--- src/rtl/pipe_pkg.sv ---
// Shared definitions for the memory-to-write-back pipeline slice.
//   DATA_W_DEF / ADDR_W_DEF : default data and register-address widths
//   WB_SEL_*                : write-back mux select encodings
//   wb_bundle_t             : default-width memory-stage result bundle
//   bundle_width()          : packed bundle width for arbitrary widths
package pipe_pkg;

  localparam int unsigned DATA_W_DEF = 32;
  localparam int unsigned ADDR_W_DEF = 5;

  localparam logic WB_SEL_ALU = 1'b0;
  localparam logic WB_SEL_DM  = 1'b1;

  typedef struct packed {
    logic [DATA_W_DEF-1:0] dm_data;
    logic [DATA_W_DEF-1:0] alu_data;
    logic [ADDR_W_DEF-1:0] rd_addr;
    logic                  w_enable;
    logic                  wb_sel;
  } wb_bundle_t;

  function automatic int unsigned bundle_width(int unsigned dw, int unsigned aw);
    return 2 * dw + aw + 2;
  endfunction

endpackage

--- src/rtl/pipe_skid_slot.sv ---
// One bundle register with an occupancy bit.
//   clk, rst_n : clock, synchronous active-low reset (clears data and valid)
//   load       : capture d and mark the slot occupied
//   clear      : mark the slot empty (data left stale); wins over load
//   d / q      : bundle in / held bundle
//   valid      : slot occupied
module pipe_skid_slot #(
  parameter int unsigned W = 1
) (
  input  logic         clk,
  input  logic         rst_n,
  input  logic         load,
  input  logic         clear,
  input  logic [W-1:0] d,
  output logic         valid,
  output logic [W-1:0] q
);

  logic         valid_q;
  logic [W-1:0] data_q;

  always_ff @(posedge clk) begin
    if (!rst_n) begin
      valid_q <= 1'b0;
      data_q  <= '0;
    end else if (clear) begin
      valid_q <= 1'b0;
    end else if (load) begin
      valid_q <= 1'b1;
      data_q  <= d;
    end
  end

  assign valid = valid_q;
  assign q     = data_q;

endmodule

--- src/rtl/mem_wb_pipe_reg.sv ---
// Memory-stage to write-back pipeline register with valid/ready handshake.
//   clk, rst_n          : clock, synchronous active-low reset
//   flush               : drop everything held and anything accepted this cycle
//   in_valid / in_ready : upstream handshake; in_* carry the memory-stage bundle
//   out_valid/out_ready : downstream handshake; out_* carry the registered bundle
//   out_wb_data         : selected write-back value (dm data or ALU result)
//   fwd_*               : write-back forwarding port for earlier stages
// SKID=1 adds a second slot so in_ready comes straight from a flop.
module mem_wb_pipe_reg
  import pipe_pkg::*;
#(
  parameter int unsigned DATA_W = DATA_W_DEF,
  parameter int unsigned ADDR_W = ADDR_W_DEF,
  parameter int unsigned SKID   = 1
) (
  input  logic              clk,
  input  logic              rst_n,
  input  logic              flush,
  input  logic              in_valid,
  output logic              in_ready,
  input  logic [DATA_W-1:0] in_dm_data,
  input  logic [DATA_W-1:0] in_alu_data,
  input  logic [ADDR_W-1:0] in_rd_addr,
  input  logic              in_w_enable,
  input  logic              in_wb_sel,
  output logic              out_valid,
  input  logic              out_ready,
  output logic [DATA_W-1:0] out_dm_data,
  output logic [DATA_W-1:0] out_alu_data,
  output logic [ADDR_W-1:0] out_rd_addr,
  output logic              out_w_enable,
  output logic              out_wb_sel,
  output logic [DATA_W-1:0] out_wb_data,
  output logic              fwd_valid,
  output logic [ADDR_W-1:0] fwd_rd_addr,
  output logic [DATA_W-1:0] fwd_data
);

  localparam int unsigned BW = bundle_width(DATA_W, ADDR_W);

  typedef struct packed {
    logic [DATA_W-1:0] dm_data;
    logic [DATA_W-1:0] alu_data;
    logic [ADDR_W-1:0] rd_addr;
    logic              w_enable;
    logic              wb_sel;
  } bundle_t;

  bundle_t in_b, main_d, main_q;
  logic    main_valid, main_load, main_clear;
  logic    accept, handoff;

  // x0 is hardwired zero: squash the write request before it is stored.
  assign in_b = '{
    dm_data:  in_dm_data,
    alu_data: in_alu_data,
    rd_addr:  in_rd_addr,
    w_enable: in_w_enable & (in_rd_addr != '0),
    wb_sel:   in_wb_sel
  };

  assign accept  = in_valid & in_ready;
  assign handoff = main_valid & out_ready;

  pipe_skid_slot #(.W(BW)) u_main (
    .clk   (clk),
    .rst_n (rst_n),
    .load  (main_load),
    .clear (main_clear),
    .d     (main_d),
    .valid (main_valid),
    .q     (main_q)
  );

  if (SKID != 0) begin : g_skid
    bundle_t skid_q;
    logic    skid_valid, skid_load, skid_clear;

    // in_ready never rises while the skid is full, so an accept and a
    // skid-to-main move cannot coincide.
    assign in_ready   = ~skid_valid;
    assign skid_load  = accept & main_valid & ~out_ready & ~flush;
    assign skid_clear = flush | handoff;
    assign main_load  = ~flush & ((handoff & skid_valid) |
                                  (accept & (~main_valid | out_ready)));
    assign main_d     = skid_valid ? skid_q : in_b;
    assign main_clear = flush | (handoff & ~main_load);

    pipe_skid_slot #(.W(BW)) u_skid (
      .clk   (clk),
      .rst_n (rst_n),
      .load  (skid_load),
      .clear (skid_clear),
      .d     (in_b),
      .valid (skid_valid),
      .q     (skid_q)
    );
  end else begin : g_single
    assign in_ready   = out_ready | ~main_valid;
    assign main_load  = accept & ~flush;
    assign main_d     = in_b;
    assign main_clear = flush | (handoff & ~main_load);
  end

  assign out_valid    = main_valid;
  assign out_dm_data  = main_q.dm_data;
  assign out_alu_data = main_q.alu_data;
  assign out_rd_addr  = main_q.rd_addr;
  assign out_w_enable = main_q.w_enable & main_valid;
  assign out_wb_sel   = main_q.wb_sel;
  assign out_wb_data  = (main_q.wb_sel == WB_SEL_DM) ? main_q.dm_data : main_q.alu_data;

  assign fwd_valid   = out_w_enable;
  assign fwd_rd_addr = main_q.rd_addr;
  assign fwd_data    = out_wb_data;

endmodule

--- config.mk ---
export PLATFORM = sky130hd
export DESIGN_NAME = mem_wb_pipe_reg
export DESIGN_NICKNAME = d
export VERILOG_FILES = /design/src/rtl/pipe_pkg.sv /design/src/rtl/pipe_skid_slot.sv /design/src/rtl/mem_wb_pipe_reg.sv
export SDC_FILE = /design/constraint.sdc
export NUM_CORES = 1
export LEC_CHECK = 0
export BUFFER_PORTS_ARGS = -buffer_cell sky130_fd_sc_hd__buf_2
export CORE_MARGIN = 1
export CORE_UTILIZATION = 45
export DETAILED_ROUTE_END_ITERATION = 7
export PLACE_DENSITY = 0.71
export SYNTH_ARGS = -nofsm -noshare
export SYNTH_HDL_FRONTEND = slang
export SYNTH_HIERARCHICAL = 1
export SYNTH_SLANG_ARGS = --single-unit
export TNS_END_PERCENT = 20
--- constraint.sdc ---
create_clock -name clk -period 2.3 [get_ports clk]
set_input_delay 0.23 -clock clk [delete_from_list [all_inputs] [get_ports clk]]
set_output_delay 0.23 -clock clk [all_outputs]
set_load 0.05 [all_outputs]
==> summary.txt, run 1 <==
Detailed routing
  – DR vias: 5590
  – Iteration-0 DRC count of the detailed router: 164
  – Final ANT Viol Nets: 0
  – Drt first pass iters: 4
  – Drt wl/cell: 13.2 um
  – Final wirelength: 15.6 mm
  – Drc violations: 0
  – DR vias/cell: 4.75

Yosys
  – Count of flip-flops with a built-in enable after synthesis: 0
  – Cell count after synthesis: 792
  – Ys Warns: 6
  – Syn nets: 868
  – Main combinational cell family by area after synthesis: multiplexers
  – Prevailing post-synth register cell: dfxtp_1
  – Post-synthesis xor/xnor area fraction: 0%
  – Dominant cells by area after synthesis: dfxtp_1 38%, mux2i_1 19%, mux2_2 15%
  – Synth top cells by count: 285 x nand2_1, 144 x dfxtp_1, 143 x mux2i_1, 100 x mux2_2, 60 x buf_4
  – Share of the synthesized area in the top cell type: 38.1%
  – Post-synthesis instance area: 7570 um^2
  – Post-Synth Adder-Cell Area: 0%
  – Post-synth ARST share: 0%
  – Cell variety after synth: 24
  – Post-synth top area cell: dfxtp_1
  – Multiplexer area fraction after synthesis: 34.1%
  – Simple-gate portion of the synthesized area: 15.5%
  – Compound-gate portion of the synthesized area: 0.380%
  – #FFs+latches synth: 144
  – Syn Area/Cell: 9.56 um^2
  – Post-synthesis sequential area ratio: 38.1%
  – Most frequent cell after synthesis: nand2_1

Place
  – Cell Area, Placed: 8250 um^2
  – Inst Count DP: 1146
  – Place WS: 0.420 ns
  – GP Congestion: 0.727
  – Port Buf Inserts: 218
  – Post-DP HPWL: 10.2 mm

Run
  – Max-cap violations: 0

Global routing
  – GRT Overall Usage: 18.1%
  – Vias in the first global route: 5042
  – Largest net degree at the start of global routing: 70
  – Initial antenna violation count: 0
  – First-pass GRT wire length: 25.3 mm
  – Grt ovf: 0

Clocking
  – Sink Count: 144
  – Root Buffer: clkbuf_16
  – Cts repair resizes: 0
  – Postcts setup bufs: 0
  – CTS tree: done
  – Clock Path Buffers: 2
  – Clock Latency Late Sink: 0.41 ns
  – Num CTS Buffers: 17
  – Clock Pin Slew Worst Setup and Hold Paths: 0.06 ns
  – Hold-fix buffers at CTS: 0
  – H-tree lvl count: 4

Timing
  – Fin Setup TNS: 0 ns
  – Share of the clock period used by the worst path: 83.0%
  – Setup WS post-layout: 0.391 ns
  – Clock Skews: 0.00934 ns
  – Peak Freq: 524 MHz
  – Max-slew violation count: 0
  – Min Tclk post-route: 1.91 ns
  – Final hold viol count: 0
  – Worst-margin pin slew: 0.966 ns
  – RSZ-0062 raised after global routing: no
  – Final setup viols: 0
  – WHS: 0.0631 ns
  – Max_slew headroom: 35.6%

Final layout
  – Filler Cells Inserted: 1501
  – Area Growth Syn to Fin: 17.1%
  – Fin area: 8860 um^2
  – Ant diodes: 0
  – Share of layout cells above drive strength 1: 38.3%
  – Final nets: 1021
  – Final non-filler cell total: 1177

Pwr
  – Sw Share: 26.3%
  – Logic pwr share: 13.4%
  – Worst vdd rail ir drop: 0.491 mV
  – Clock power share: 45.6%
  – Switch Pwr: 1.65 mW
  – Part of the power in registers: 41.1%
  – Power Density: 709 nW/um^2
  – Leakage power: 3.86 nW
  – P_int: 4.63 mW

Floorplanning
  – Row count: 47
  – Core footprint: 16500 um^2
  – Initial Utilization: 45.8%
  – DIE HEIGHT: 132 um
  – Die width: 132 um
  – Boundary Pins: 219
  – Die Area: 17300 um^2

Worst setup path
  – CP Max Fanout: 29
  – Worst setup SP type: flip-flop
  – Worst path required time: 2.64 ns
  – Worst EP arrival: 2.25 ns
  – Setup Crit Path Kind: reg2reg
  – Worst Setup End Kind: flip-flop

Min path
  – Type of the worst min-delay path: in2reg

Run status
  – Run status: completed
==> worst max-delay path: stages (launching register included) <==
cell      delay (ns)
dfxtp_4         0.38
or2_1           0.23
a211oi_1        0.30
nor2b_4         0.40
buf_12          0.29
mux2i_1         0.22
==> final cells by class <==
class / count / area (um^2) / share of cell area [%]
multi-input combinational: 549 / 3780 / 42.6
tap: 220 / 275 / 3.11
inverter: 1 / 3.75 / 0.0423
sequential: 144 / 2890 / 32.6
clock inverter: 9 / 130 / 1.47
clock buffer: 22 / 484 / 5.46
timing repair buffer: 232 / 1310 / 14.7
==> per-stage QoR <==
stage	util, %	total power [mW]
2_1_floorplan	-	3.32
3_3_place_gp	49.9	3.47
3_5_place_dp	49.9	3.48
4_1_cts	53.6	6.37
5_1_grt	53.6	6.51
6_report	53.6	6.28
==> flip-flops by register name, indices dropped and copies added (netlist names) <==
signal               flops
g_skid.u_skid/q         71
u_main/q                71
g_skid.u_skid/valid      1
u_main/valid             1
==> final timing paths <==
path	from	end	slack [ns]	cells after the start
setup / recovery	g_skid.u_skid/valid	u_main/q[44]	0.39	5
hold / removal	in_dm_data[28]	g_skid.u_skid/q[67]	0.06	3
setup reg to reg	g_skid.u_skid/valid	u_main/q[44]	0.39	5
hold reg to reg	g_skid.u_skid/q[67]	g_skid.u_skid/q[67]	0.45	2
==> cell families (layout without fill, tap and decap cells) <==
group | after synthesis | count (layout)
and+or+nand+nor | 300 | 300
muxes | 245 | 245
DFF | 144 | 144
buffers and inverters | 99 | 264
AOI/OAI and AO/OA | 4 | 4
==> cells in the final DEF, fill, tap and decap left out, types with 2 or more instances in the layout <==
cell	netlist	routed
nor3_1	2	2
dfxtp_1	144	142
mux2_2	100	100
nor2b_4	2	2
buf_12	16	8
buf_4	60	6
mux2_1	2	2
nor2_1	5	5
nor3b_1	2	2
bufinv_16	0	3
nand2_1	285	285
clkbuf_8	0	5
clkbuf_16	0	17
buf_2	17	217
clkinv_2	0	3
mux2i_1	143	143
==> power groups by stage <==
stage | Clock [mW] | Sequential, mW | Combinational (mW)
final | 2.86 | 2.58 | 0.839
after floorplan | 0 | 2.78 | 0.546
after global placement | 0 | 2.63 | 0.834
after detailed placement | 0 | 2.63 | 0.842
after CTS | 2.95 | 2.58 | 0.844
after global routing | 3.03 | 2.59 | 0.897
==> metal layers <==
metal | vias to the layer above | wire [um] | track usage (%)
li1 | 2886 | - | -
met1 | 2563 | 7530 | 23.1
met2 | 127 | 7110 | 29.4
met3 | 14 | 711 | 4.86
met4 | 0 | 204 | 6.40
met5 | - | 0 | 0
No activity file was read; power rests on OpenSTA's default activity.
==> run 2: changes to the inputs <==
- ABC_AREA: not set -> 1
- PLACE_DENSITY: 0.71 -> 0.73
- clock period: 2.3 -> 1.7 ns (I/O delays scaled with it)
==> run 2 against run 1 <==
Clock power increased by 37%. Area after synthesis increased by 5.0%. Sequential power increased by 40%. Count of clock-buffer cells in the layout unchanged. Worst hold slack improved by 0.0018 ns. Critical endpoint is now fwd_data[26]. The run now ends with setup timing left.
==> summary.txt, run 2 <==
Detailed routing
  – Drt first pass iters: 4
  – DR vias: 7664
  – Iteration-0 DRC count of the detailed router: 494
  – Final ANT Viol Nets: 0
  – Drt wl/cell: 13.1 um
  – Final wirelength: 21.5 mm
  – DR vias/cell: 4.68
  – WL met2: 10.6 mm
  – Uppermost layer routed: met4
  – Drc violations: 0
  – Met3 Wirelength: 1.18 mm
  – Routed met1 length: 9.20 mm

Yosys
  – Ys Warns: 6
  – Cell count after synthesis: 1246
  – Share of the synthesized area in the top cell type: 36.3%
  – Post-synthesis instance area: 7950 um^2
  – Post-synthesis sequential area ratio: 36.3%
  – Post-synth ARST share: 0%
  – Most frequent cell after synthesis: nand2_1
  – Synth top cells by count: 356 x nand2_1, 292 x nor2_1, 148 x inv_1, 144 x dfxtp_1, 144 x nand3_1
  – Post-synth top area cell: dfxtp_1
  – Dominant cells by area after synthesis: dfxtp_1 36%, nand2_1 17%, nor2_1 14%
  – Syn Area/Cell: 6.38 um^2
  – Count of flip-flops with a built-in enable after synthesis: 0
  – Prevailing post-synth register cell: dfxtp_1
  – Syn nets: 1322
  – Cell variety after synth: 18
  – #FFs+latches synth: 144

Worst setup path
  – Slowest library cell on the worst path: dfxtp_4
  – Worst path cell trace: buf_12, mux2_4, buf_2
  – Worst setup SP type: flip-flop
  – CP Max Fanout: 17
  – Worst path required time: 1.53 ns
  – Crit-path max cell delay: 0.39 ns
  – Crit path from: u_main/q[0]
  – Top delay family on crit path: buffers and inverters
  – Reg2Reg Launch Point: u_main/valid
  – Crit. path cell count: 3
  – Worst EP arrival: 1.53 ns
  – Setup Crit Path Kind: reg2out
  – Buf/Inv on CP: 2
  – Worst Setup End Kind: output pin
  – R2R depth: 8

Timing
  – Worst-margin pin slew: 0.452 ns
  – Clock Skews: 0.00734 ns
  – Min Tclk post-route: 1.70 ns
  – RSZ-0062 raised after global routing: yes
  – Final setup viols: 6
  – WHS: 0.0648 ns
  – Max-slew violation count: 0
  – Peak Freq: 588 MHz
  – Final hold viol count: 0
  – Setup WS post-layout: -0.000652 ns
  – Max_slew headroom: 69.9%
  – Share of the clock period used by the worst path: 100%
  – Fin Setup TNS: -0.00238 ns

Clocking
  – H-tree lvl count: 4
  – Sink Count: 144
  – Hold-fix buffers at CTS: 0
  – CTS tree: done
  – Num CTS Buffers: 17
  – Root Buffer: clkbuf_16
  – Clock Pin Slew Worst Setup and Hold Paths: 0.06 ns
  – Clock Path Buffers: 2
  – Clock Latency Late Sink: 0.42 ns

Pwr
  – Worst vdd rail ir drop: 0.718 mV
  – Leakage power: 5.36 nW
  – Tot Pwr: 9.65 mW
  – Power Density: 985 nW/um^2

Global routing
  – Grt ovf: 0
  – First-pass GRT wire length: 34.5 mm
  – Largest net degree at the start of global routing: 50
  – GRT Overall Usage: 24.1%
  – Initial antenna violation count: 3
  – Vias in the first global route: 6989

Floorplanning
  – Row count: 48
  – Initial Utilization: 45.9%
  – DIE HEIGHT: 135 um
  – Core footprint: 17300 um^2
  – Die width: 135 um
  – Boundary Pins: 219
  – Die Area: 18200 um^2

Min path
  – Type of the worst min-delay path: in2reg
  – Hold_sp: in_dm_data[6]
  – Hold Crit Depth: 5

Final layout
  – Share of layout cells above drive strength 1: 23.0%
  – Most frequent cells in the layout: 356 x nand2_1, 290 x nor2_1, 178 x buf_2
  – Area Growth Syn to Fin: 23.3%
  – Most common cell after layout, fill and taps aside: nand2_1
  – Final nets: 1471

Place
  – Place WS: 0.180 ns
  – Port Buf Inserts: 218
  – Post-DP HPWL: 14.3 mm
  – GP Congestion: 0.816

Run status
  – Failing checks: setup timing
  – Run status: complete, but fails checks

Run
  – Max-cap violations: 0
-- run 2: cell count changes in the layout (fill, tap and decap cells not counted), sizes merged, moves of 2 or more --
cell	before	now
inv	2	153
mux2i	143	0
diode	0	3
nand3	0	144
clkinv	4	6
nor3b	2	0
nand2	285	356
buf	231	247
nor2	5	294
o21ai	0	4
nor2b	2	0
mux2	102	32
-- run 2: tightest hold or removal path: cells and delay by family --
family | cells | cell delay [ns]
buffers and inverters | 2 | 0.12
and+or+nand+nor | 3 | 0.16
-- run 2: worst paths after layout --
path | slack [ns] | to
worst max-delay path | -0.0007 | fwd_data[26]
worst min-delay path | 0.06 | g_skid.u_skid/q[45]
worst max register to register | 0.16 | u_main/q[11]
worst min register to register | 0.48 | g_skid.u_skid/q[54]
-- run 2: repair_timing --
action | in CTS | in global routing
setup buffers | 1 | 0
setup endpoints to repair | 57 | 71
resized for setup | 48 | 30
-- run 2: through the flow --
| stage | utilization (%) | cell area (um^2) | instances |
|---|---|---|---|
| after floorplan | - | 7950 | 1246 |
| after global placement | 51.5 | 8910 | 1600 |
| after detailed placement | 51.5 | 8910 | 1600 |
| after CTS | 56.0 | 9680 | 1633 |
| after global routing | 56.6 | 9790 | 1635 |
| final | 56.6 | 9800 | 1636 |
-- run 2: layout make-up --
class / count / area (um^2)
timing repair buffer: 247 / 1720
inverter: 153 / 574
sequential: 144 / 2890
fill: 1703 / 7500
tap: 225 / 282
clock buffer: 22 / 494
multi-input combinational: 832 / 3700
clock inverter: 10 / 131
antenna: 3 / 7.51
-- run 2: metal layers --
metal,vias to the layer above,GRT usage (%)
li1,3980,-
met1,3395,28.7
met2,256,43.0
met3,33,3.94
met4,0,9.68
met5,-,0
-- run 2: where the power goes --
part	total (mW)	internal, mW	switching [mW]
combinational	2.12	0.649	1.47
sequential	3.61	3.50	0.112
clock	3.92	2.49	1.42
total	9.65	6.64	3.01
-- run 2: logic make-up after synthesis --
family | count (synthesis) | synth area share, %
flip-flops | 144 | 36.3
AO/OA/AOI/OAI | 5 | 0.362
multiplexers | 32 | 5.95
buffers and inverters | 270 | 17.4
AND/OR/NAND/NOR | 795 | 40.0
==> run 3: changes to the inputs <==
- PLACE_DENSITY: 0.73 -> 0.72
- SYNTH_HIERARCHICAL: 1 -> not set
==> run 3 against run 2 <==
The run still ends with setup timing left. Critical path depth unchanged. Sequential cell count stayed put. Sequential share of layout area grew 5.1 points. Non-clock buffer count down 11. Count of clock-buffer cells in the layout rose by 1. Clock skew is 0.0013 ns lower. Final area fell by 15%. Critical path type unchanged. Critical endpoint is now out_wb_data[8]. Largest cell class unchanged.
==> summary.txt, run 3 <==
Run
  – Max-cap violations: 0

Pwr
  – Clock power share: 38.1%
  – Tot Pwr: 9.13 mW
  – Logic pwr share: 22.1%
  – P_int: 6.23 mW
  – Part of the power in registers: 39.7%
  – Worst vdd rail ir drop: 0.709 mV
  – Power Density: 1090 nW/um^2
  – Switch Pwr: 2.90 mW
  – Sw Share: 31.8%
  – Leakage power: 4.07 nW

Yosys
  – #FFs+latches synth: 144
  – Cell variety after synth: 19
  – Ys Warns: 0
  – Cell count after synthesis: 1017
  – Count of flip-flops with a built-in enable after synthesis: 0
  – Post-Synth Adder-Cell Area: 0%
  – Synth top cells by count: 286 x nor2_1, 223 x nand2_1, 144 x dfxtp_1, 127 x o21ai_0, 122 x buf_4
  – Post-synthesis xor/xnor area fraction: 0%
  – Simple-gate portion of the synthesized area: 27.2%
  – Post-synth top area cell: dfxtp_1
  – Post-synthesis sequential area ratio: 40.4%
  – Post-synthesis instance area: 7140 um^2
  – Syn nets: 1093
  – Main combinational cell family by area after synthesis: simple AND/OR/NAND/NOR gates
  – Multiplexer area fraction after synthesis: 5.05%
  – Syn Area/Cell: 7.02 um^2
  – Dominant cells by area after synthesis: dfxtp_1 40%, nor2_1 15%, buf_4 13%
  – Post-synth ARST share: 0%
  – Prevailing post-synth register cell: dfxtp_1
  – Most frequent cell after synthesis: nor2_1
  – Share of the synthesized area in the top cell type: 40.4%
  – Compound-gate portion of the synthesized area: 10.1%

Worst setup path
  – Worst R2R Setup Slack: 0.26 ns
  – Reg2Reg Launch Point: g_skid.u_skid.valid
  – Worst path required time: 1.53 ns
  – FF-to-FF End: u_main.q[63]
  – Worst EP arrival: 1.58 ns
  – CP Max Fanout: 19
  – Setup Crit Path Kind: reg2out
  – Worst setup SP type: flip-flop
  – Worst Setup End Kind: output pin
  – R2R depth: 7

Timing
  – Final setup viols: 21
  – Worst-margin pin slew: 0.479 ns
  – Max_slew headroom: 68.0%
  – Clock Skews: 0.00606 ns
  – WHS: 0.0161 ns
  – RSZ-0062 raised after global routing: yes
  – Setup WS post-layout: -0.0482 ns
  – Max-slew violation count: 0
  – Share of the clock period used by the worst path: 103%
  – Min Tclk post-route: 1.75 ns
  – Peak Freq: 572 MHz
  – Final hold viol count: 0

Global routing
  – GR Util met3: 5.72%
  – GRT Overall Usage: 20.8%
  – First-pass GRT wire length: 26.8 mm
  – Grt ovf: 0
  – Initial antenna violation count: 2
  – Grt met2 use: 33.6%
  – Gr busiest metal: met2
  – Routing usage on met1: 26.3%
  – Vias in the first global route: 5415
  – Largest net degree at the start of global routing: 74

Clocking
  – Clock Pin Slew Worst Setup and Hold Paths: 0.06 ns
  – Clock Latency Late Sink: 0.42 ns
  – Sink Count: 144
  – Postcts setup bufs: 0
  – H-tree lvl count: 4
  – Num CTS Buffers: 17
  – Clock Path Buffers: 2
  – Root Buffer: clkbuf_16
  – CTS tree: done

Detailed routing
  – DR vias/cell: 4.79
  – Final wirelength: 16.9 mm
  – Final ANT Viol Nets: 0
  – Drt wl/cell: 12.8 um
  – DR vias: 6332
  – Drc violations: 0
  – Iteration-0 DRC count of the detailed router: 437
  – Drt first pass iters: 5

Run status
  – Run status: complete, but fails checks
  – Failing checks: setup timing

Final layout
  – Area Growth Syn to Fin: 16.9%
  – Share of layout cells above drive strength 1: 27.2%
  – Most common cell after layout, fill and taps aside: nor2_1
  – Most frequent cells in the layout: 286 x nor2_1, 222 x nand2_1, 190 x buf_2
  – Final nets: 1177
  – Filler Cells Inserted: 1489
  – Final core occ: 54.3%
  – Ant diodes: 0

Min path
  – Hold_sp: in_alu_data[26]
  – Hold EP: g_skid.u_skid.q[33]
  – Hold Crit Depth: 3
  – Type of the worst min-delay path: in2reg

Place
  – Post-DP HPWL: 10.5 mm
  – GP Congestion: 0.782
  – Port Buf Inserts: 218

Floorplanning
  – Initial Utilization: 46.5%
  – Core footprint: 15400 um^2
  – Die width: 128 um
  – DIE HEIGHT: 128 um
  – Boundary Pins: 219
  – Die Area: 16400 um^2
  – Row count: 45
[run 3: changes by cell type after synthesis, sizes merged]
cell	previous run	this run
buf	113	149
nand3b	0	1
o21ai	4	140
nand3	144	2
inv	153	12
clkbuf	4	22
nand2	356	225
nor2	294	286
a21oi	1	4
nor3	1	0
[run 3: what timing repair did]
item                                    4_1_cts  5_1_grt
endpoints found under the hold margin         3        0
gates resized for setup                      35       20
hold buffers                                  3        0
endpoints found under the setup margin       47       64
[run 3: worst max path at each step]
| stage | cells after the start | start | endpoint |
|---|---|---|---|
| 2_1_floorplan | 4 | u_main.q[0] | out_wb_data[15] |
| 3_3_place_gp | 8 | g_skid.u_skid.valid | u_main.q[1] |
| 3_5_place_dp | 7 | g_skid.u_skid.valid | u_main.q[63] |
| 4_1_cts | 3 | u_main.q[0] | out_wb_data[24] |
| 5_1_grt | 3 | u_main.q[0] | fwd_data[15] |
| 6_report | 3 | u_main.q[0] | out_wb_data[8] |
[run 3: cells by family after synthesis]
family,count (synthesis)
AO/OA/AOI/OAI,144
AND/OR/NAND/NOR,514
flip-flops,144
buffers and inverters,183
multiplexers,32
[run 3: layer usage]
layer	share of wire (%)	wire length, um	vias to the layer above
met1	45	7520	2859
met3	5.9	1000	28
li1	-	-	3246
met5	0.17	28	-
met2	47	7990	195
met4	2.0	335	4
[run 3: power groups by stage]
stage          Clock, mW  Sequential, mW  Combinational, mW
6_report            3.48            3.63               2.02
5_1_grt             3.69            3.65               2.16
4_1_cts             3.55            3.63               1.99
3_5_place_dp           0            3.70               1.94
3_3_place_gp           0            3.69               1.93
2_1_floorplan          0            3.68               1.76
[run 3: area by class of cell]
class | count | area [um^2] | area share [%]
Clock buffer | 23 | 488 | 5.85
Clock inverter | 7 | 60.1 | 0.720
Inverter | 12 | 50.0 | 0.600
Multi-Input combinational cell | 690 | 3090 | 37.0
Sequential cell | 144 | 2890 | 34.6
Tap cell | 211 | 264 | 3.16
Timing Repair Buffer | 236 | 1510 | 18.1
[run 3: worst max-delay path, cell delays in order (launching register included)]
cell	delay [ns]
dfxtp_4	0.37
buf_12	0.19
mux2_2	0.38
buf_4	0.20
[run 3: metrics by stage]
stage | cells | setup WS, ns | TNS (ns) | cell area (um^2)
6_report | 1323 | -0.0482 | -0.327 | 8350
5_1_grt | 1323 | -0.0845 | -1.95 | 8350
4_1_cts | 1323 | -0.0539 | -1.38 | 8280
3_5_place_dp | 1290 | 0.282 | 0 | 7600
3_3_place_gp | 1290 | 0.293 | 0 | 7600
2_1_floorplan | 1017 | -0.0596 | -0.826 | 7210
